### src/rtl/sclk_pattern_stepper_pkg.sv
// Shared types and constants for the SCLK pattern stepper.
// State encoding, mode and direction codes.
package stepper_pkg;

  localparam logic [1:0] ST_IDLE = 2'd0;
  localparam logic [1:0] ST_LOAD = 2'd1;
  localparam logic [1:0] ST_RUN  = 2'd2;

  localparam logic MODE_ROTATE = 1'b0;
  localparam logic MODE_BOUNCE = 1'b1;
  localparam logic DIR_LEFT    = 1'b0;
  localparam logic DIR_RIGHT   = 1'b1;

  typedef enum logic [1:0] {
    S_IDLE = ST_IDLE,
    S_LOAD = ST_LOAD,
    S_RUN  = ST_RUN
  } state_e;

endpackage

### src/rtl/sclk_pattern_stepper_if.sv
// Bundle of stepper controls (master drives) and status (slave drives).
// SCLK/load_req/pattern_in/run_en/mode/dir in; LED/load_done/step_count out.
interface sclk_pattern_stepper_if #(
  parameter int WIDTH = 16
);
  logic             SCLK;
  logic             load_req;
  logic [WIDTH-1:0] pattern_in;
  logic             run_en;
  logic             mode;
  logic             dir;
  logic [WIDTH-1:0] LED;
  logic             load_done;
  logic [15:0]      step_count;

  modport master (
    output SCLK, load_req, pattern_in,
    output run_en, mode, dir,
    input  LED, load_done, step_count
  );

  modport slave (
    input  SCLK, load_req, pattern_in,
    input  run_en, mode, dir,
    output LED, load_done, step_count
  );
endinterface

### src/rtl/sclk_pattern_stepper_sync_edge_detect.sv
// Synchronizer chain plus registered rising-edge detector.
// Ports: CLK, CPU_RESETN, async_in -> rise_pulse (one CLK wide).
module sync_edge_detect #(
  parameter int SYNC_STAGES = 2
) (
  input  logic CLK,
  input  logic CPU_RESETN,
  input  logic async_in,
  output logic rise_pulse
);
  logic [SYNC_STAGES-1:0] sync_q;
  logic                   prev_q;
  logic                   rise_q;

  always_ff @(posedge CLK or negedge CPU_RESETN) begin
    if (!CPU_RESETN) begin
      sync_q <= '0;
      prev_q <= 1'b0;
      rise_q <= 1'b0;
    end else begin
      sync_q <= {sync_q[SYNC_STAGES-2:0], async_in};
      prev_q <= sync_q[SYNC_STAGES-1];
      rise_q <= sync_q[SYNC_STAGES-1] & ~prev_q;
    end
  end

  assign rise_pulse = rise_q;
endmodule

### src/rtl/sclk_pattern_stepper.sv
// LED pattern stepper advanced by edges of an asynchronous slow SCLK.
// Ports: CLK, CPU_RESETN, bus (slave): controls in, LED/status out.
module sclk_pattern_stepper
  import stepper_pkg::*;
#(
  parameter int WIDTH       = 16,
  parameter int SYNC_STAGES = 2
) (
  input  logic CLK,
  input  logic CPU_RESETN,
  sclk_pattern_stepper_if.slave bus
);
  state_e           state_q;
  logic [WIDTH-1:0] shreg_q;
  logic             dir_q;
  logic [15:0]      cnt_q;
  logic             done_q;

  logic             tick;
  logic             load_pulse;
  logic [WIDTH-1:0] step_d;
  logic             dir_d;
  logic [WIDTH-1:0] load_d;

  sync_edge_detect #(.SYNC_STAGES(SYNC_STAGES)) u_sclk (
    .CLK        (CLK),
    .CPU_RESETN (CPU_RESETN),
    .async_in   (bus.SCLK),
    .rise_pulse (tick)
  );

  sync_edge_detect #(.SYNC_STAGES(SYNC_STAGES)) u_load (
    .CLK        (CLK),
    .CPU_RESETN (CPU_RESETN),
    .async_in   (bus.load_req),
    .rise_pulse (load_pulse)
  );

  // An all-zero load would leave nothing to move; seed bit 0.
  assign load_d = (bus.pattern_in == '0)
                ? {{(WIDTH-1){1'b0}}, 1'b1}
                : bus.pattern_in;

  // Bounce reverses instead of shifting the end bit out.
  always_comb begin
    step_d = shreg_q;
    dir_d  = dir_q;
    unique case (1'b1)
      bus.mode == MODE_ROTATE && dir_q == DIR_LEFT:
        step_d = {shreg_q[WIDTH-2:0], shreg_q[WIDTH-1]};
      bus.mode == MODE_ROTATE && dir_q == DIR_RIGHT:
        step_d = {shreg_q[0], shreg_q[WIDTH-1:1]};
      bus.mode == MODE_BOUNCE && dir_q == DIR_LEFT:
        if (shreg_q[WIDTH-1]) begin
          dir_d  = DIR_RIGHT;
          step_d = shreg_q >> 1;
        end else begin
          step_d = shreg_q << 1;
        end
      default:
        if (shreg_q[0]) begin
          dir_d  = DIR_LEFT;
          step_d = shreg_q << 1;
        end else begin
          step_d = shreg_q >> 1;
        end
    endcase
  end

  always_ff @(posedge CLK or negedge CPU_RESETN) begin
    if (!CPU_RESETN) begin
      state_q <= S_IDLE;
      shreg_q <= '0;
      dir_q   <= DIR_LEFT;
      cnt_q   <= '0;
      done_q  <= 1'b0;
    end else begin
      unique case (state_q)
        S_IDLE: begin
          if (load_pulse) state_q <= S_LOAD;
        end
        S_LOAD: begin
          shreg_q <= load_d;
          dir_q   <= bus.dir;
          cnt_q   <= '0;
          done_q  <= 1'b1;
          state_q <= S_RUN;
        end
        S_RUN: begin
          // A reload in the same cycle as a tick swallows the tick.
          if (load_pulse) begin
            state_q <= S_LOAD;
          end else if (tick && bus.run_en) begin
            shreg_q <= step_d;
            dir_q   <= dir_d;
            cnt_q   <= cnt_q + 16'd1;
          end
        end
        default: state_q <= S_IDLE;
      endcase
    end
  end

  assign bus.LED        = shreg_q;
  assign bus.load_done  = done_q;
  assign bus.step_count = cnt_q;
endmodule

### src/flat_wrapper.sv
// flat-port wrapper written by rule: the top's interface ports become plain ports
module sclk_pattern_stepper_flat import stepper_pkg::*;
#(
  parameter int WIDTH       = 16,
  parameter int SYNC_STAGES = 2
)
  (CLK, CPU_RESETN, bus_SCLK, bus_load_req, bus_pattern_in, bus_run_en, bus_mode, bus_dir, bus_LED, bus_load_done, bus_step_count);
  sclk_pattern_stepper_if #(.WIDTH(WIDTH)) bus_i ();
  input  logic CLK;
  input  logic CPU_RESETN;
  input wire logic [$bits(bus_i.SCLK)-1:0] bus_SCLK;
  input wire logic [$bits(bus_i.load_req)-1:0] bus_load_req;
  input wire logic [$bits(bus_i.pattern_in)-1:0] bus_pattern_in;
  input wire logic [$bits(bus_i.run_en)-1:0] bus_run_en;
  input wire logic [$bits(bus_i.mode)-1:0] bus_mode;
  input wire logic [$bits(bus_i.dir)-1:0] bus_dir;
  output wire logic [$bits(bus_i.LED)-1:0] bus_LED;
  output wire logic [$bits(bus_i.load_done)-1:0] bus_load_done;
  output wire logic [$bits(bus_i.step_count)-1:0] bus_step_count;
  assign bus_i.SCLK = bus_SCLK;
  assign bus_i.load_req = bus_load_req;
  assign bus_i.pattern_in = bus_pattern_in;
  assign bus_i.run_en = bus_run_en;
  assign bus_i.mode = bus_mode;
  assign bus_i.dir = bus_dir;
  assign bus_LED = bus_i.LED;
  assign bus_load_done = bus_i.load_done;
  assign bus_step_count = bus_i.step_count;
  sclk_pattern_stepper #(.WIDTH(WIDTH), .SYNC_STAGES(SYNC_STAGES)) u_core (.CLK(CLK), .CPU_RESETN(CPU_RESETN), .bus(bus_i));
endmodule
### config.mk
export PLATFORM = sky130hd
export DESIGN_NAME = sclk_pattern_stepper_flat
export DESIGN_NICKNAME = d
export VERILOG_FILES = /design/src/rtl/sclk_pattern_stepper_pkg.sv /design/src/rtl/sclk_pattern_stepper_if.sv /design/src/rtl/sclk_pattern_stepper_sync_edge_detect.sv /design/src/rtl/sclk_pattern_stepper.sv /design/src/flat_wrapper.sv
export SDC_FILE = /design/constraint.sdc
export NUM_CORES = 1
export LEC_CHECK = 0
export CAP_MARGIN = 20
export CORE_MARGIN = 5
export CORE_UTILIZATION = 49
export DETAILED_ROUTE_END_ITERATION = 8
export PLACE_DENSITY = 0.83
export SLEW_MARGIN = 40
export SYNTH_ARGS = -nofsm -noshare
export SYNTH_HDL_FRONTEND = slang
export SYNTH_HIERARCHICAL = 1
export SYNTH_SLANG_ARGS = --single-unit
### constraint.sdc
create_clock -name CLK -period 1.87 [get_ports CLK]
set_input_delay 0.374 -clock CLK [delete_from_list [all_inputs] [get_ports CLK]]
set_output_delay 0.374 -clock CLK [all_outputs]
set_load 0.02 [all_outputs]
==> results.yml <==
worst_setup_path:
  startpoint: "u_core/bus.LED[2]"
  end_kind: "output pin"
  slowest_delay_ns: 0.65
  crit_type: "flop to output pin"
  worstRegToRegCells: 4
  r2r_setup_slack_ns: 0.18
  cp_data_required_time_ns: 1.50
  cpLargestDelayFamily: "buffers and inverters"
  crit_fanout: 5
  worst-path-buf-inv: 1
  reg2reg_from: "u_core/state_q[0]"
  r2r-end: "u_core/bus.step_count[12]"
  path_cells: "clkdlybuf4s50_1"
  worstPathArrival_ns: 1.41
  slowest_stage: "clkdlybuf4s50_1"
  cp-start-kind: "flop"
place:
  pre_cts_ws_ns: -0.132
  post-dp-hpwl_um: 4340
  numPortBuffers: 55
  numPlacedInstances: 334
  finalWeightedCongestion: 0.831
yosys:
  synthMuxAreaShare: 0.0592
  avgSynthCellArea_sq_um: 10.5
  async_flop_share: 1.00
  synthCells: 209
  ys.flop_type: "dfrtp_1"
  ys_types: 41
  yosys_warnings: 6
  seq_area_frac_synth: 0.501
  synthSimpleGateAreaFrac: 0.196
  synth_fa_ha_area_frac: 0.00569
  synth_top_family_by_area: "simple AND/OR/NAND/NOR gates"
  synth_compound_area_frac: 0.195
  synth-seq-cells: 44
  synth_nets: 233
  synth-xor-area-share: 0.0159
  synth-edff-count: 0
  syn_area_sq_um: 2200
floorplan:
  std_cell_rows: 24
  io_pins: 56
  dieArea_sq_um: 5920
  initial_utilization: 0.505
  core_area_sq_um: 4350
  die_x_um: 77.0
  fp.dieH_um: 77.0
timing:
  fmax_mhz: 560
  fin_ws_ns: 0.0854
  finalMaxSlewViolations: 0
  final.period_utilization: 0.954
  worstMarginPinSlew_ns: 0.493
  setup_viol: 0
  timing.slew.headroom: 0.672
  finClkSkew_ns: 0.00408
  rsz0062_at_grt: "false"
  finalHoldViolCount: 0
  period_minus_slack_ns: 1.78
cells_and_area:
  antenna_cells: 0
  fin_nets: 314
  layout.cells.non_filler: 343
  syn_to_final_growth_pct: 40.9
  nFillCells: 311
  drive_gt1_frac: 0.155
clock_tree:
  cts.clk_slew.worst_paths_ns: 0.08
  cts_max_level: 2
  root_buffer: "clkbuf_8"
  clk_latency_ns: 0.30
  cts.sinks: 44
  cts_tree: "built"
  cts_buffers: 5
  cts_max_path_buffers: 2
global_route:
  grt_pass1_wl_um: 9700
  antenna_found_initial: 0
  overflow: 0
  grt_pass1_vias: 1975
  track_usage: 0.200
  grt_max_degree: 24
status:
  status: "completed"
pwr:
  leakagePower_nw: 1.32
  powerDensity_nw_per_um2: 929
  report.power.total_mw: 2.87
  ir_drop_mv: 0.654
routing:
  drc_errors: 0
  via_count: 2041
  drtAntennaViolNets: 0
  drt_iter0_drc: 177
  dr.pass1.iters: 4
  via_per_inst: 5.95
  wirelength_um: 5790
  wire_per_inst_um: 16.9
run:
  cap_violations: 0
min_path:
  hold_class: "input port to asynchronous set/reset pin"
-- registers in the layout, summed over array words and instances (netlist names), 2 cells and up --
register / count
u_core/bus.LED: 16
u_core/bus.step_count: 16
u_core/state_q: 2
u_core/u_load/sync_q: 2
u_core/u_sclk/sync_q: 2
-- area by class of cell --
type	count	area, sq um	area share
Clock buffer	5	68.8	0.0222
Clock inverter	3	26.3	0.00849
Inverter	2	7.51	0.00243
Multi-Input combinational cell	154	1060	0.341
Sequential cell	44	1100	0.356
Tap cell	52	65.1	0.0210
Timing Repair Buffer	83	771	0.249
-- where the power goes --
part	internal [mW]	switching, mW	leakage, nW	total, mW
Combinational	0.502	0.494	0.713	0.996
Sequential	1.08	0.176	0.553	1.26
Clock	0.275	0.347	0.0491	0.621
Total	1.86	1.02	1.32	2.87
-- worst max path at each step --
stage,endpoint,slack [ns],cells after the start
3_5_place_dp,u_core/bus.step_count[12],-0.13,5
4_1_cts,u_core/bus.step_count[12],0.0006,4
2_1_floorplan,u_core/bus.step_count[15],0.24,4
6_report,bus_LED[2],0.09,1
3_3_place_gp,u_core/bus.step_count[14],-0.07,5
5_1_grt,u_core/bus.LED[0],0.007,6
-- placed cells by master, fill, tap and decap left out, types with 2 or more instances in the layout --
cell type / count
clkdlybuf4s50_1: 53
dfrtp_1: 44
buf_4: 27
a21oi_1: 18
nand2_1: 17
mux2i_1: 13
nand3_1: 9
o31ai_1: 9
or4_1: 9
o21ai_0: 9
a22oi_1: 7
o22ai_1: 6
clkbuf_8: 5
and3_1: 5
nand2b_1: 4
nor4_1: 4
nand4_1: 4
nor2_1: 4
o21ai_1: 3
a221o_1: 3
nor2b_1: 3
nor2b_4: 3
and4_1: 3
xor2_1: 3
inv_6: 2
inv_1: 2
a31oi_1: 2
a21boi_0: 2
-- timing repair --
item | in CTS | in global routing
endpoints found under the hold margin | 0 | 0
gates resized for setup | 0 | 5
endpoints found under the setup margin | 0 | 10
hold buffers | 0 | 0
setup buffers | 0 | 1
-- metal layers --
metal / global-route usage / vias up / wire (um)
met5: 0 / - / 0
met1: 0.267 / 998 / 2390
met4: 0.0542 / 0 / 69
met3: 0.0433 / 9 / 356
li1: - / 966 / -
met2: 0.328 / 68 / 2970
-- kinds of logic after synthesis --
kind of cell | after synthesis
and+or+nand+nor | 72
muxes | 13
adders and majority gates | 1
buffers and inverters | 11
AOI/OAI and AO/OA | 64
xor gates and xnor gates | 4
DFF | 44
-- through the flow --
stage | hold WS [ns] | utilization | setup TNS [ns] | instance area, sq um
2_1_floorplan | 0.0784 | - | 0 | 2200
3_3_place_gp | 0.332 | 0.683 | -0.455 | 2970
3_5_place_dp | 0.337 | 0.683 | -1.02 | 2970
4_1_cts | 0.0326 | 0.705 | 0 | 3070
5_1_grt | 0.0554 | 0.711 | 0 | 3100
6_report | 0.0278 | 0.711 | 0 | 3100
-- cell usage after synthesis, types with 2 or more instances --
cell	n	area, sq um
or4_1	9	67.6
nor2b_1	4	25.0
nor4_1	4	25.0
a21oi_1	18	90.1
xor2_1	3	26.3
o31ai_1	9	67.6
o22ai_1	6	37.5
nand2_1	17	63.8
clkbuf_1	5	18.8
dfrtp_1	44	1100
and3_1	5	31.3
nand4_1	4	25.0
nor2b_4	2	27.5
a21boi_0	2	15.0
and4_1	3	26.3
a31oi_1	2	12.5
inv_1	2	7.51
o21ai_0	9	45.0
buf_4	2	15.0
o21ai_1	3	15.0
nand3_1	9	45.0
a221o_1	3	30.0
mux2i_1	13	130
a22oi_1	7	52.6
nor2_1	5	18.8
nand2b_1	4	25.0
No activity file was read; power rests on OpenSTA's default activity.
